[src/rtl/channel_cu_emulator.sv]
// Device-side control-unit model for Parallel Channel "A": answers selection for one
// address, takes a command, presents status and moves bytes against a small buffer.
module channel_cu_emulator #(
    parameter logic [7:0]  ADDRESS    = 8'h10,
    parameter int unsigned DEPTH_LOG2 = 4
) (
    input  logic                  clk,
    input  logic                  reset_n,
    input  logic [7:0]            a_bus_out,
    input  logic                  a_operational_out,
    input  logic                  a_hold_out,
    input  logic                  a_select_out,
    input  logic                  a_address_out,
    input  logic                  a_command_out,
    input  logic                  a_service_out,
    input  logic                  a_suppress_out,
    output logic [7:0]            a_bus_in,
    output logic                  a_operational_in,
    output logic                  a_select_in,
    output logic                  a_address_in,
    output logic                  a_status_in,
    output logic                  a_service_in,
    output logic                  a_request_in,
    input  logic                  busy,
    input  logic                  buf_wr_en,
    input  logic [DEPTH_LOG2-1:0] buf_wr_addr,
    input  logic [7:0]            buf_wr_data,
    output logic [7:0]            command_out,
    output logic                  command_strobe,
    output logic [7:0]            rx_data,
    output logic                  rx_strobe,
    output logic [DEPTH_LOG2:0]   xfer_count
);

    localparam int unsigned DEPTH = 1 << DEPTH_LOG2;
    localparam int unsigned CW    = DEPTH_LOG2 + 1;

    localparam logic [7:0] ST_BUSY   = 8'h10;
    localparam logic [7:0] ST_CHK    = 8'h0E;
    localparam logic [7:0] ST_ENDING = 8'h0C;
    localparam logic [7:0] CMD_TEST  = 8'h00;
    localparam logic [7:0] CMD_WRITE = 8'h01;
    localparam logic [7:0] CMD_READ  = 8'h02;

    typedef enum logic [3:0] {
        IDLE, PROPAGATE, SEL_OP, ADDR_IN, CMD_DROP, INIT_STATUS, INIT_ACK,
        DATA_REQ, DATA_ACK, STOP_ACK, END_STATUS, END_ACK, DISCONNECT
    } state_t;

    state_t state, state_next;

    logic [7:0]            mem [DEPTH];
    logic [7:0]            status_q;
    logic                  busy_q;
    logic [DEPTH_LOG2-1:0] xfer_idx;

    logic                  sys_rst_c, accept_c, step_c, capture_c, select_hit_c;
    logic [7:0]            init_status_c;
    logic [7:0]            bus_d;
    logic                  op_d, sel_d, addr_d, stat_d, svc_d;

    // Hold and suppress have no effect on this device.
    logic unused_tags;
    assign unused_tags  = &{1'b0, a_hold_out, a_suppress_out};
    assign a_request_in = 1'b0;
    assign xfer_idx     = xfer_count[DEPTH_LOG2-1:0];

    // Next state, handshake events and registered-output values
    always_comb begin
        state_next    = state;
        sys_rst_c     = !a_operational_out && (state != IDLE);
        select_hit_c  = 1'b0;
        accept_c      = 1'b0;
        step_c        = 1'b0;
        capture_c     = 1'b0;
        init_status_c = 8'h00;
        bus_d         = 8'h00;
        op_d          = 1'b0;
        sel_d         = 1'b0;
        addr_d        = 1'b0;
        stat_d        = 1'b0;
        svc_d         = 1'b0;

        if (busy_q) begin
            init_status_c = ST_BUSY;
        end else if (a_bus_out != CMD_TEST && a_bus_out != CMD_WRITE && a_bus_out != CMD_READ) begin
            init_status_c = ST_CHK;
        end

        case (state)
            IDLE: begin
                if (a_select_out && a_address_out) begin
                    if (a_bus_out == ADDRESS && !a_operational_in) begin
                        state_next   = SEL_OP;
                        select_hit_c = 1'b1;
                    end else begin
                        state_next = PROPAGATE;
                    end
                end
            end
            PROPAGATE:   if (!a_select_out) state_next = IDLE;
            SEL_OP:      state_next = ADDR_IN;
            ADDR_IN: begin
                if (a_command_out) begin
                    state_next = CMD_DROP;
                    accept_c   = 1'b1;
                end
            end
            CMD_DROP:    if (!a_command_out) state_next = INIT_STATUS;
            INIT_STATUS: if (a_service_out) state_next = INIT_ACK;
            INIT_ACK: begin
                if (!a_service_out) begin
                    state_next = (status_q != 8'h00 || command_out == CMD_TEST) ? DISCONNECT : DATA_REQ;
                end
            end
            DATA_REQ: begin
                // Stop wins over a simultaneous service; no byte is counted.
                if (a_command_out) begin
                    state_next = STOP_ACK;
                end else if (a_service_out) begin
                    state_next = DATA_ACK;
                    step_c     = 1'b1;
                    capture_c  = (command_out == CMD_WRITE);
                end
            end
            DATA_ACK: begin
                if (!a_service_out) begin
                    state_next = (xfer_count == CW'(DEPTH)) ? END_STATUS : DATA_REQ;
                end
            end
            STOP_ACK:    if (!a_command_out) state_next = END_STATUS;
            END_STATUS:  if (a_service_out) state_next = END_ACK;
            END_ACK:     if (!a_service_out) state_next = DISCONNECT;
            DISCONNECT:  state_next = IDLE;
            default:     state_next = IDLE;
        endcase

        if (sys_rst_c) begin
            state_next   = IDLE;
            select_hit_c = 1'b0;
            accept_c     = 1'b0;
            step_c       = 1'b0;
            capture_c    = 1'b0;
        end

        case (state_next)
            PROPAGATE:  sel_d = 1'b1;
            SEL_OP:     op_d  = 1'b1;
            ADDR_IN: begin
                op_d   = 1'b1;
                addr_d = 1'b1;
                bus_d  = ADDRESS;
            end
            INIT_STATUS: begin
                op_d   = 1'b1;
                stat_d = 1'b1;
                bus_d  = status_q;
            end
            DATA_REQ: begin
                op_d  = 1'b1;
                svc_d = 1'b1;
                if (command_out == CMD_READ) bus_d = mem[xfer_idx];
            end
            END_STATUS: begin
                op_d   = 1'b1;
                stat_d = 1'b1;
                bus_d  = ST_ENDING;
            end
            CMD_DROP, INIT_ACK, DATA_ACK, STOP_ACK, END_ACK: op_d = 1'b1;
            default: ;
        endcase
    end

    // State, tags and host-visible registers
    always_ff @(posedge clk or negedge reset_n) begin
        if (!reset_n) begin
            state            <= IDLE;
            a_bus_in         <= 8'h00;
            a_operational_in <= 1'b0;
            a_select_in      <= 1'b0;
            a_address_in     <= 1'b0;
            a_status_in      <= 1'b0;
            a_service_in     <= 1'b0;
            command_out      <= 8'h00;
            command_strobe   <= 1'b0;
            rx_data          <= 8'h00;
            rx_strobe        <= 1'b0;
            xfer_count       <= '0;
            status_q         <= 8'h00;
            busy_q           <= 1'b0;
        end else begin
            state            <= state_next;
            a_bus_in         <= bus_d;
            a_operational_in <= op_d;
            a_select_in      <= sel_d;
            a_address_in     <= addr_d;
            a_status_in      <= stat_d;
            a_service_in     <= svc_d;
            command_strobe   <= accept_c;
            rx_strobe        <= capture_c;
            if (select_hit_c) busy_q <= busy;
            if (accept_c) begin
                command_out <= a_bus_out;
                status_q    <= init_status_c;
                xfer_count  <= '0;
            end else if (step_c) begin
                xfer_count  <= xfer_count + CW'(1);
            end
            if (capture_c) rx_data <= a_bus_out;
        end
    end

    // Buffer is not reset; a transfer write overrides a same-cycle host write.
    always_ff @(posedge clk) begin
        if (buf_wr_en) mem[buf_wr_addr] <= buf_wr_data;
        if (capture_c) mem[xfer_idx] <= a_bus_out;
    end

endmodule

[config.mk]
export PLATFORM = sky130hd
export DESIGN_NAME = channel_cu_emulator
export DESIGN_NICKNAME = d
export VERILOG_FILES = /design/src/rtl/channel_cu_emulator.sv
export SDC_FILE = /design/constraint.sdc
export NUM_CORES = 1
export LEC_CHECK = 0
export ABC_CLOCK_PERIOD_IN_PS = 3200
export BUFFER_PORTS_ARGS = -buffer_cell sky130_fd_sc_hd__clkbuf_2
export CAP_MARGIN = 20
export CORE_MARGIN = 2
export CORE_UTILIZATION = 61
export CTS_CLUSTER_SIZE = 30
export DETAILED_ROUTE_END_ITERATION = 7
export GPL_ROUTABILITY_DRIVEN = 0
export GPL_TIMING_DRIVEN = 0
export PLACE_DENSITY = 0.78
export SLEW_MARGIN = 20
export SYNTH_ARGS = -nofsm -noshare
export SYNTH_HDL_FRONTEND = slang
export SYNTH_SLANG_ARGS = --single-unit
[constraint.sdc]
create_clock -name clk -period 3.2 [get_ports clk]
set_input_delay 0.32 -clock clk [delete_from_list [all_inputs] [get_ports clk]]
set_output_delay 0.32 -clock clk [all_outputs]
set_load 0.005 [all_outputs]
==> results.md <==
* Status: complete, no violations
* Post-synth top area cell: edfxtp_1
* Post-route ant nets at 0
* Final cycle utilization of the critical path at 0.9175
* IO Pins at 68
* Die Span Y at 125.7 um
* Min-Delay Path Class: in2async
* Routed WL at 20.92 mm
* FFs w/ async S/R, synth at 0.2515
* Port buffer count at 61
* Global-route wire length before repair at 32.36 mm
* Worst VDD drop at 0.3930 mV
* Commonest non-fill, non-tap cell in the layout: mux2_2
* CP Data Required Time at 3.26 ns
* Setup bufs post-CTS at 0
* Post-Syn Area per Cell at 14.97 sq um
* Post-route setup TNS at 0 ns
* Cell Chain, Critical Path: nand3b_2, nor3_2, and4b_1, buf_6, buf_12, nand3_4, nand2_1
* Post-layout util at 0.7009
* Critical path type: reg2reg
* Inserted Diodes at 0
* Hpwl dp at 14.79 mm
* Min Tclk post-route at 2.936 ns
* Layout Nets at 715
* RSZ-0062 raised after global routing: no
* Crit-path max FO at 10
* Startpoint types: register
* Clk sink count at 171
* Synthesized net count at 638
* Total GRT Usage at 0.2746
* Clock skew at between 0.008 and 0.009 ns
* GRT Residual Overflow at 0
* Clk_lat worst skew at 0.43 ns
* WP data arrival at ~3 ns
* Max stage delay on crit path at approximately 0.57 ns
* Clk root buf: clkbuf_16
* Synthesis Warnings at 0
* Post-CTS Resized at 4
* Post-synth top area share at 0.4257
* Leak Pwr at between 3 and 4 nW
* Initial DRC Count at 437
* CTS H-tree depth at 4
* Core Rows at 44
* WP buf/inv at 2
* Post-synth EDFFs at 128
* Drc violations at 0
* Cell family with most CP delay: simple AND/OR/NAND/NOR gates
* Dpl cells at 848
* Wirelength per Cell at between 20 and 25 um
* Worst path slowest cell: nor3_2
* Power Dens Cells at between 500 and 600 nW/um^2
* Clock Tree Buf Depth at 2
* 1st-pass router iterations at 5
* Post-Layout Cell Count at 877
* Crit path capture type: register
* DIE AREA at 15790 sq um
* Largest net degree at the start of global routing at 44
* Via count at 5670
* Via-to-Cell Ratio at 6.465
* Most area-consuming cells after synthesis: edfxtp_1 43%, mux2_2 17%, dfrtp_1 12%
* Worst Hold Slack at 0.03257 ns
* TritonCTS clock tree: yes
* Area growth syn-to-layout at 12.39%
* Sequential fraction of the synthesis area at 0.5448
* Final setup fails at 0
* Post-Syn Area at 9030 sq um
* Post-synthesis register bit count at 171
* Initial antenna violation count at 0
* Die X at 125.7 um
* Initial Utilization at 0.6237
* Commonest non-fill, non-tap cells in the layout: 138 x mux2_2, 128 x edfxtp_1, 61 x clkbuf_2, 45 x nand2_1, 43 x dfrtp_1
* Worst Tran Pin Value at 1.098 ns
* Final Hold Vio Count at 0
* Distinct cells, synth at 63
* Fmax at between 300 and 400 MHz
* Final Max Slew Viols at 0
* Slew HR at 0.2624
* Max cap viols at 0
* CTS Hold Bufs at 0
* Total power at 5.245 mW
* Synth Instances at 603
* Number of buffers created by CTS at 17
* Vias in the first global route at 5922
* Share of layout cells above drive strength 1 at 0.4589
* Area of the core at 14480 sq um
* Reg clk slew, reported paths at 0.07 ns
* Synth Flop Type: edfxtp_1
[cells by family (layout without fill, tap and decap cells)]
group,count (synthesis),after routing,synth area share
AO/OA/AOI/OAI,38,38,0.02938
XOR/XNOR,4,4,0.003880
adder cells (fa/ha/maj),4,4,0.005543
buffers and inverters,61,151,0.03118
flip-flops,171,171,0.5448
multiplexers,184,184,0.2788
other,1,1,0.0004153
AND/OR/NAND/NOR,140,140,0.1060
[final timing paths]
path                       startpoint              to  slack [ns]  depth (start not counted)
setup / recovery             state[3]      mem[13][7]        0.26                          7
hold reg to reg            rx_data[0]      rx_data[0]        0.51                          1
max in group asynchronous     reset_n     a_bus_in[6]        2.58                          1
hold / removal                reset_n  command_strobe        0.03                          1
min in group clk                 busy          busy_q        0.12                          2
setup reg to reg             state[3]      mem[13][7]        0.26                          7
[cells in the mapped netlist (6+ instances only)]
library cell / instances
clkbuf_1: 29
mux2_2: 138
nor2b_1: 9
edfxtp_1: 128
a22oi_1: 6
buf_2: 14
inv_1: 10
mux2_4: 8
o21ai_0: 6
nor2_1: 13
dfrtp_1: 43
nand3_1: 9
mux4_2: 37
a21oi_1: 8
nor3_1: 6
nand2_1: 45
nand3_4: 12
[stage by stage]
| step | worst slack, ns | area (sq um) |
|---|---|---|
| after global routing | 0.07208 | 10150 |
| after detailed placement | -0.6412 | 9565 |
| final | 0.2640 | 10150 |
| after CTS | 0.002357 | 10150 |
| after floorplan | 0.4163 | 9030 |
| after global placement | -0.5068 | 9565 |
[cell type report]
class | instances | area [sq um]
Clock inverter | 14 | 148.9
Buffer | 48 | 244.0
Inverter | 10 | 37.54
Sequential cell | 171 | 4920
Multi-Input combinational cell | 371 | 3834
Timing Repair Buffer | 61 | 305.3
Clock buffer | 18 | 429.2
Fill cell | 974 | 4330
Tap cell | 184 | 230.2
[power breakdown]
| group | internal [mW] | switching [mW] | total, mW |
|---|---|---|---|
| clock network | 1.15 | 0.882 | 2.03 |
| registers | 2.49 | 0.0594 | 2.55 |
| logic | 0.291 | 0.375 | 0.666 |
[routing by layer]
metal | vias up | GRT usage | part of all wire
met2 | 245 | 0.4808 | 0.53
met5 | - | 0 | 0
li1 | 2483 | - | -
met3 | 37 | 0.05183 | 0.066
met1 | 2905 | 0.3464 | 0.39
met4 | 0 | 0.09281 | 0.018
[sequential cells by signal, indices dropped and copies added, names as in the netlist, 2 cells and up]
| name | flops |
|---|---|
| command_out | 8 |
| state | 4 |
| xfer_count | 5 |
| mem | 128 |
| status_q | 2 |
| a_bus_in | 8 |
| rx_data | 8 |
Power figures use the tool's default switching activity.
